## config.mk

```make
export PLATFORM = sky130hd
export DESIGN_NAME = irq_controller_flat
export DESIGN_NICKNAME = d
export VERILOG_FILES = /design/src/rtl/irq_controller_if.sv /design/src/rtl/irq_controller.sv /design/src/flat_wrapper.sv
export SDC_FILE = /design/constraint.sdc
export NUM_CORES = 1
export LEC_CHECK = 0
export CAP_MARGIN = 20
export CORE_MARGIN = 4
export CORE_UTILIZATION = 35
export DETAILED_ROUTE_END_ITERATION = 6
export GPL_TIMING_DRIVEN = 0
export PLACE_DENSITY_LB_ADDON = 0.15
export SYNTH_ARGS = -nofsm -noshare
export SYNTH_HDL_FRONTEND = slang
export SYNTH_SLANG_ARGS = --single-unit
```

## constraint.sdc

```tcl
create_clock -name clk_i -period 3.6 [get_ports clk_i]
set_input_delay 0.36 -clock clk_i [delete_from_list [all_inputs] [get_ports clk_i]]
set_output_delay 0.36 -clock clk_i [all_outputs]
set_load 0.02 [all_outputs]
```

## src/rtl/irq_controller_if.sv

```systemverilog
// Bus between the peripheral request lines, the CSR enables and the core trap
// logic. The controller takes the slave view. The core or bench takes the master view.
interface irq_controller_if #(
   parameter int N_IRQ = 32
);
   logic [N_IRQ-1:0] irq_req_i;    // request lines (level, or rising edge when edge mode is built)
   logic [N_IRQ-1:0] mie_i;        // per-line enable from mie CSR
   logic             gie_i;        // global enable (mstatus.MIE)
   logic             mret_i;       // core executing mret this cycle
   logic             irq_o;        // one-cycle trap request
   logic [31:0]      irq_cause_o;  // mcause of the accepted line, held until return
   logic [N_IRQ-1:0] irq_ret_o;    // one-hot completion to the served requester
   logic             busy_o;       // an interrupt is being issued or serviced

   modport master (
      output irq_req_i, mie_i, gie_i, mret_i,
      input  irq_o, irq_cause_o, irq_ret_o, busy_o
   );

   modport slave (
      input  irq_req_i, mie_i, gie_i, mret_i,
      output irq_o, irq_cause_o, irq_ret_o, busy_o
   );
endinterface

```

## src/rtl/irq_controller.sv

```systemverilog
// Fixed-priority, non-nesting interrupt responder.
// Masks the request lines and picks the lowest active index. It issues a
// one-cycle trap request carrying mcause, then waits for mret and returns a
// one-hot completion to the line it served.
// Optional feature: define IRQ_EDGE_EN to capture rising edges of the request
// lines into per-line pending flags. Without it the request lines are
// level-sensitive.
module irq_controller #(
   parameter int          N_IRQ     = 32,
   parameter logic [31:0] CAUSE_OFS = 32'h8000_0010
) (
   input logic             clk_i,
   input logic             rst_i,
   irq_controller_if.slave bus
);

   localparam int IDX_W = (N_IRQ > 1) ? $clog2(N_IRQ) : 1;

   typedef enum logic [1:0] {
      IDLE    = 2'd0,
      ISSUE   = 2'd1,
      SERVICE = 2'd2
   } state_e;

   state_e             state_q, state_d;
   logic [IDX_W-1:0]   idx_q, idx_d;
   logic [31:0]        cause_q, cause_d;

   logic [N_IRQ-1:0]   src;
   logic [N_IRQ-1:0]   act;
   logic [IDX_W-1:0]   sel_idx;
   logic               any_act;
   logic [N_IRQ-1:0]   ret_vec;

`ifdef IRQ_EDGE_EN
   logic [N_IRQ-1:0]   pend_q, pend_d;
   logic [N_IRQ-1:0]   prev_q, prev_d;

   // Pending flags: a rising edge sets the flag. The served line is cleared on
   // its mret edge, and a new edge on the same cycle takes precedence.
   always_comb begin
      prev_d = bus.irq_req_i;
      pend_d = (pend_q & ~ret_vec) | (bus.irq_req_i & ~prev_q);
   end

   // Pending and previous-value registers.
   always_ff @(posedge clk_i or posedge rst_i) begin
      if (rst_i) begin
         pend_q <= '0;
         prev_q <= '0;
      end else begin
         pend_q <= pend_d;
         prev_q <= prev_d;
      end
   end

   assign src = pend_q;
`else
   assign src = bus.irq_req_i;
`endif

   assign act     = src & bus.mie_i & {N_IRQ{bus.gie_i}};
   assign any_act = |act;

   // Priority encoder: lowest set index of act wins.
   always_comb begin
      // NOTE: combinational blocks use blocking '=' so later statements see the
      // updated value. Here, scanning downward lets the lowest index overwrite.
      sel_idx = '0;
      for (int i = N_IRQ - 1; i >= 0; i--) begin
         if (act[i]) sel_idx = IDX_W'(i);
      end
   end

   // State register plus the latched index and cause.
   always_ff @(posedge clk_i or posedge rst_i) begin
      // NOTE: clocked state uses non-blocking '<=' so every flop samples
      // pre-edge values, independent of statement order.
      if (rst_i) begin
         state_q <= IDLE;
         idx_q   <= '0;
         cause_q <= '0;
      end else begin
         state_q <= state_d;
         idx_q   <= idx_d;
         cause_q <= cause_d;
      end
   end

   // Next-state logic. New requests are accepted only in IDLE.
   always_comb begin
      // NOTE: every variable gets a default first, so no path leaves it
      // unassigned and no latch is inferred.
      state_d = state_q;
      idx_d   = idx_q;
      cause_d = cause_q;
      unique case (state_q)
         IDLE: begin
            if (any_act) begin
               idx_d   = sel_idx;
               cause_d = CAUSE_OFS + 32'(sel_idx);
               state_d = ISSUE;
            end
         end
         ISSUE: begin
            state_d = SERVICE;
         end
         SERVICE: begin
            if (bus.mret_i) begin
               cause_d = '0;
               state_d = IDLE;
            end
         end
         default: begin
            state_d = IDLE;
         end
      endcase
   end

   // Outputs: the trap pulse in ISSUE, and the completion while mret is seen in SERVICE.
   always_comb begin
      ret_vec = '0;
      if (state_q == SERVICE && bus.mret_i) begin
         ret_vec = N_IRQ'(1) << idx_q;
      end
   end

   assign bus.irq_o       = (state_q == ISSUE);
   assign bus.irq_cause_o = cause_q;
   assign bus.irq_ret_o   = ret_vec;
   assign bus.busy_o      = (state_q != IDLE);

endmodule

```

## src/flat_wrapper.sv

```systemverilog
// flat-port wrapper written by rule: the top's interface ports become plain ports
module irq_controller_flat 
#(
   parameter int          N_IRQ     = 32,
   parameter logic [31:0] CAUSE_OFS = 32'h8000_0010
)
  (clk_i, rst_i, bus_irq_req_i, bus_mie_i, bus_gie_i, bus_mret_i, bus_irq_o, bus_irq_cause_o, bus_irq_ret_o, bus_busy_o);
  irq_controller_if #(.N_IRQ(N_IRQ)) bus_i ();
  input logic clk_i;
  input logic rst_i;
  input wire logic [$bits(bus_i.irq_req_i)-1:0] bus_irq_req_i;
  input wire logic [$bits(bus_i.mie_i)-1:0] bus_mie_i;
  input wire logic [$bits(bus_i.gie_i)-1:0] bus_gie_i;
  input wire logic [$bits(bus_i.mret_i)-1:0] bus_mret_i;
  output wire logic [$bits(bus_i.irq_o)-1:0] bus_irq_o;
  output wire logic [$bits(bus_i.irq_cause_o)-1:0] bus_irq_cause_o;
  output wire logic [$bits(bus_i.irq_ret_o)-1:0] bus_irq_ret_o;
  output wire logic [$bits(bus_i.busy_o)-1:0] bus_busy_o;
  assign bus_i.irq_req_i = bus_irq_req_i;
  assign bus_i.mie_i = bus_mie_i;
  assign bus_i.gie_i = bus_gie_i;
  assign bus_i.mret_i = bus_mret_i;
  assign bus_irq_o = bus_i.irq_o;
  assign bus_irq_cause_o = bus_i.irq_cause_o;
  assign bus_irq_ret_o = bus_i.irq_ret_o;
  assign bus_busy_o = bus_i.busy_o;
  irq_controller #(.N_IRQ(N_IRQ), .CAUSE_OFS(CAUSE_OFS)) u_core (.clk_i(clk_i), .rst_i(rst_i), .bus(bus_i));
endmodule
```

==> impl_metrics.toml, run 1 <==
[placed_design]
dp_hpwl_um = 4450
routabilityCongestion = 0.762
preCtsSetupSlack_ns = 1.05
portBuffers = 107

[floorplan]
die_y_um = 75.5
rows = 24
die_w_um = 75.5
initial_core_util_pct = 36.4
die_area_mm2 = 0.00571
core_area_mm2 = 0.00438
io_pins = 134

[logic_synthesis]
synthCells = 218
synth-seq-area-share_pct = 21.9
syn_area_mm2 = 0.00160
synth_top_cell_area_share_pct = 21.9
synth_seq_cells = 14
synth_compound_area_share_pct = 35.8
synthSimpleGateAreaFrac_pct = 26.7
yosysWarnings = 0
synth_top_area_cell = "dfrtp_1"
synthXorXnorAreaFrac_pct = 0
synthMuxAreaShare_pct = 0
synth_area_leaders = "dfrtp_1, buf_4, a22o_1, nor2_1, nand2_1"
synth_top_family_by_area = "compound AO/OA/AOI/OAI gates"
synth_fa_ha_area_share_pct = 0
syn_area_per_cell_um2 = 7.32
ys_types = 41

[sta]
tightest_slew_ns = 0.516
timing.hold.ws_ns = 0.463
period_share_pct = 70.6
period_needed_ns = 2.54
worst_clock_skew_ns = 0.000663
max_slew_margin_pct = 65.6
rsz0062_at_grt = "no"
slew_violations = 0
fmax_mhz = 394
hold_viol = 0
tns_ns = 0
setup_viol = 0
fin_ws_ns = 1.06

[global_routing]
grt.busiest_layer = "met2"
first_global_vias = 1848
grt_overflow_total = 0
grt_use_met1_pct = 19.3
grt.met3_usage_pct = 3.69
grt_util_all_layers_pct = 16.6
grt_start_max_net_pins = 15
globalRouteMet2Util_pct = 31.4
antenna_found_initial = 0
grt_pass1_wl_um = 7710

[drt]
drtPass1Iterations = 4
drt_iter0_drc = 45
drc_errors = 0
wirelength_um = 4980
wl_per_cell_um = 12.3
dr_total_vias = 1986
final_antenna_net_count = 0
via_per_inst = 4.92

[job]
drv_cap = 0

[layout]
area_growth_pct = 79.4
drive_gt1_share_pct = 11.4
final_cell_mix = "clkdlybuf4s50_1, nor2_1, nand2_1"
layout_commonest_cell = "clkdlybuf4s50_1"
antenna_cells = 0
layout.nets = 422
final_util_pct = 65.3

[clock_tree]
root_buffer = "clkbuf_8"
tritoncts = "built"
cts_resized = 0
clock_sinks = 14
postCtsHoldBufs = 0
clkTransAtPathRegs_ns = 0.05
htree_num_levels = 1
cts_buffers = 3
cts_setup_buffers = 0
cts_buffer_depth = 2
clock_latency_ns = 0.24

[critical_path]
critPathKind = "input pin to output pin"
cp.required_ns = 3.24
critPathArrivalTime_ns = 2.18
critical_path.max_fanout = 5
r2r_slack_ns = 2.10
setup.worst_path.start_class = "input pin"
critPathCaptureType = "output pin"

[power_and_ir_drop]
power.static_leakage_nw = 1.27
pwr-share-clk_pct = 11.5
p_comb_share_pct = 61.8
p_per_area_mw_per_mm2 = 374
peakVddDrop_uv = 173
seq_power_share_pct = 26.7
switching_share_pct = 42.2
p_switching_mw = 0.452
internal_power_mw = 0.618

[min_path]
hold_path.class = "input pin to asynchronous set/reset pin"

[run_status]
status = "completed"
==> final cells by class <==
| cell class | instances | area [um2] |
|---|---|---|
| Fill cell | 405 | 1520 |
| Multi-Input combinational cell | 190 | 1090 |
| Timing Repair Buffer | 107 | 1070 |
| Sequential cell | 14 | 350 |
| Buffer | 32 | 221 |
| Tap cell | 52 | 65.1 |
| Clock buffer | 3 | 41.3 |
| Inverter | 6 | 22.5 |
==> sequential cells by signal, summed over array words and instances, names as in the netlist <==
signal / cells
u_core.bus.irq_cause_o: 7
u_core.idx_q: 5
u_core.state_q: 2
==> cells by family (layout without fill, tap and decap cells) <==
kind of cell	after synthesis	in the layout
buffers and inverters	38	148
flip-flops	14	14
AND/OR/NAND/NOR	95	95
AO/OA/AOI/OAI	70	70
other	1	25
==> routing by layer <==
metal	wire length [um]	share of wire (%)
met2	2630	53
met1	1910	38
met3	406	8.2
met4	41	0.82
met5	0	0
==> stage by stage <==
step / std cells / area [um2] / total power, mW
detailed placement: 401 / 2820 / 0.950
floorplan: 242 / 1690 / 0.678
finish: 404 / 2860 / 1.07
global route: 404 / 2860 / 1.15
global placement: 401 / 2820 / 0.941
CTS: 404 / 2860 / 1.08
==> synth_stat cells, drive strengths merged <==
master,instances
a21oi,5
or2,3
a21o,6
a221oi,1
a22o,20
buf,27
o41ai,4
a221o,1
nor2b,5
a32oi,1
or3b,1
a41oi,1
nand4,2
a41o,1
o21ai,13
o211ai,1
nor2,35
a22oi,2
o21a,1
a21boi,1
o32ai,1
nand3,6
inv,6
nand2b,3
a32o,4
nand3b,1
nor3b,2
a31oi,1
clkbuf,5
a222oi,1
a211oi,1
dfrtp,14
conb,1
nand2,33
o211a,1
or4b,1
a311oi,1
o31ai,2
and2,3
==> final timing paths <==
kind	cells after the start	from	end
max in group asynchronous	2	rst_i	u_core.bus.irq_cause_o[1]
worst max-delay path	6	bus_mret_i	bus_irq_ret_o[27]
worst max register to register	4	u_core.state_q[0]	u_core.bus.irq_cause_o[5]
min in group clk_i	1	u_core.bus.irq_cause_o[5]	u_core.bus.irq_cause_o[5]
worst min register to register	1	u_core.bus.irq_cause_o[5]	u_core.bus.irq_cause_o[5]
worst min-delay path	2	rst_i	u_core.state_q[1]
==> power groups by stage <==
stage,registers [mW],clock network [mW],logic [mW]
after floorplan,0.321,0,0.358
after global placement,0.284,0,0.657
after detailed placement,0.288,0,0.662
after CTS,0.286,0.127,0.665
after global routing,0.299,0.132,0.720
final,0.286,0.123,0.661
==> critical path, stage by stage <==
cell	delay, ns
clkdlybuf4s50_1	0.48
nand3b_1	0.17
nor2_1	0.25
nand3_1	0.19
nor2_1	0.13
clkdlybuf4s50_1	0.61
Note: power is estimated with default switching activity, not from simulation.
==> run 2: changes to the inputs <==
--- a/config.mk
+++ b/config.mk
@@ -7,7 +7,7 @@
 export LEC_CHECK = 0
 export CAP_MARGIN = 20
 export CORE_MARGIN = 4
-export CORE_UTILIZATION = 35
+export CORE_UTILIZATION = 33
 export DETAILED_ROUTE_END_ITERATION = 6
 export GPL_TIMING_DRIVEN = 0
 export PLACE_DENSITY_LB_ADDON = 0.15
==> constraint.sdc (replaced) <==
create_clock -name clk_i -period 2.34 [get_ports clk_i]
set_input_delay 0.234 -clock clk_i [delete_from_list [all_inputs] [get_ports clk_i]]
set_output_delay 0.234 -clock clk_i [all_outputs]
set_load 0.02 [all_outputs]
==> run 2 against run 1 <==
Against the previous run:
- sequential share of layout area down 0.41 points
- combinational power grew 56%
- largest power group unchanged
- non-clock buffer count is 1 higher
- largest cell class unchanged
- critical path type is now flip-flop to output pin
- cell area up 3.5%
==> impl_metrics.toml, run 2 (same netlist as run 1, synthesis figures left out) <==
[layout]
final_util_pct = 63.1
area_growth_pct = 85.6
layout_commonest_cell = "clkdlybuf4s50_1"
nFillCells = 444
final_cell_mix = "clkdlybuf4s50_1, nand2_1, nor2_1"
drive_gt1_share_pct = 12.4
multi_input_area_mm2 = 0.00110
antenna_cells = 0
largest_reg_flops = 7
seq_area_um2 = 350
layout.nets = 423

[global_routing]
grt.busiest_layer = "met2"
grt_pass1_wl_um = 8110
globalRouteMet2Util_pct = 31.3
grt_start_max_net_pins = 15
grt_use_met1_pct = 16.9
grt.met3_usage_pct = 3.60
grt_util_all_layers_pct = 15.9
grt_overflow_total = 0
first_global_vias = 1904
antenna_found_initial = 0

[drt]
drt_iter0_drc = 70
via_per_inst = 4.88
drtPass1Iterations = 4
drc_errors = 0
wirelength_um = 5100
wl_per_cell_um = 12.5
dr_total_vias = 1991
final_antenna_net_count = 0

[placed_design]
portBuffers = 107
dp_hpwl_um = 4430
routabilityCongestion = 0.735

[floorplan]
core_area_mm2 = 0.00469
die_area_mm2 = 0.00601
die_y_um = 77.6
io_pins = 134
die_w_um = 77.6
initial_core_util_pct = 34.0
rows = 25

[critical_path]
critPathArrivalTime_ns = 1.99
critical_path.max_fanout = 5
cp.required_ns = 2.11
setup.worst_path.start_class = "flip-flop"
critPathKind = "flip-flop to output pin"
critPathCaptureType = "output pin"

[clock_tree]
htree_num_levels = 1
clock_sinks = 14
cts_buffer_depth = 2
cts_buffers = 3
tritoncts = "built"
root_buffer = "clkbuf_8"
clkTransAtPathRegs_ns = 0.06
clock_latency_ns = 0.25

[power_and_ir_drop]
power.static_leakage_nw = 1.76
finalPower_mw = 1.71
peakVddDrop_uv = 335
p_per_area_mw_per_mm2 = 578

[sta]
worst_clock_skew_ns = 0.00346
hold_viol = 0
max_slew_margin_pct = 63.4
setup_viol = 0
slew_violations = 0
tightest_slew_ns = 0.548
fmax_mhz = 449
tns_ns = 0
period_share_pct = 95.2
period_needed_ns = 2.23

[job]
drv_cap = 0

[run_status]
status = "completed"

[min_path]
hold_path.class = "input pin to asynchronous set/reset pin"
[run 2: where the power goes]
| part | total [mW] | switching [mW] | internal [mW] |
|---|---|---|---|
| combinational | 1.03 | 0.545 | 0.489 |
| sequential | 0.444 | 0.0901 | 0.354 |
| clock | 0.235 | 0.0859 | 0.149 |
[run 2: timing repair]
action,CTS,global route
gates resized for setup,2,27
endpoints found under the hold margin,0,0
buffers inserted,0,1
setup endpoints to repair,1,28
pin swaps,0,1
hold buffers,0,0
[run 2: layer usage]
metal  wire [um]  share of wire [%]
met1        1950                 38
met4          40               0.79
met3         392                7.7
met5           0                  0
met2        2710                 53
[run 2: through the flow]
stage / worst slack [ns] / cell area, um2 / std cells / hold slack (ns)
2_1_floorplan: 0.741 / 1690 / 242 / 0.123
3_3_place_gp: 0.0235 / 2830 / 403 / 0.460
3_5_place_dp: -0.00967 / 2830 / 403 / 0.476
4_1_cts: 0.0255 / 2890 / 407 / 0.343
5_1_grt: -0.00110 / 2960 / 408 / 0.382
6_report: 0.113 / 2960 / 408 / 0.329
[run 2: critical path, stage by stage, from the launching register on]
cell             delay [ns]
dfrtp_1                0.39
nand3b_1               0.31
nor2_4                 0.19
nand2_1                0.12
nor2_1                 0.11
clkdlybuf4s50_1        0.62
[run 2: layout make-up]
cell class | count | area share [%]
buffer | 32 | 7.47
clock buffer | 4 | 1.86
inverter | 6 | 0.760
multi-input combinational | 190 | 37.2
sequential | 14 | 11.8
tap | 54 | 2.28
timing repair buffer | 108 | 38.6
[run 2: worst paths after layout]
path / cells past startpoint / end / start / slack (ns)
setup / recovery: 5 / bus_irq_ret_o[5] / u_core.state_q[0] / 0.11
setup reg to reg: 4 / u_core.idx_q[3] / u_core.state_q[0] / 0.80
hold / removal: 2 / u_core.bus.irq_cause_o[31] / rst_i / 0.33
max in group asynchronous: 2 / u_core.bus.irq_cause_o[1] / rst_i / 1.65
min in group clk_i: 1 / u_core.bus.irq_cause_o[3] / u_core.bus.irq_cause_o[3] / 0.49
hold reg to reg: 1 / u_core.bus.irq_cause_o[3] / u_core.bus.irq_cause_o[3] / 0.49
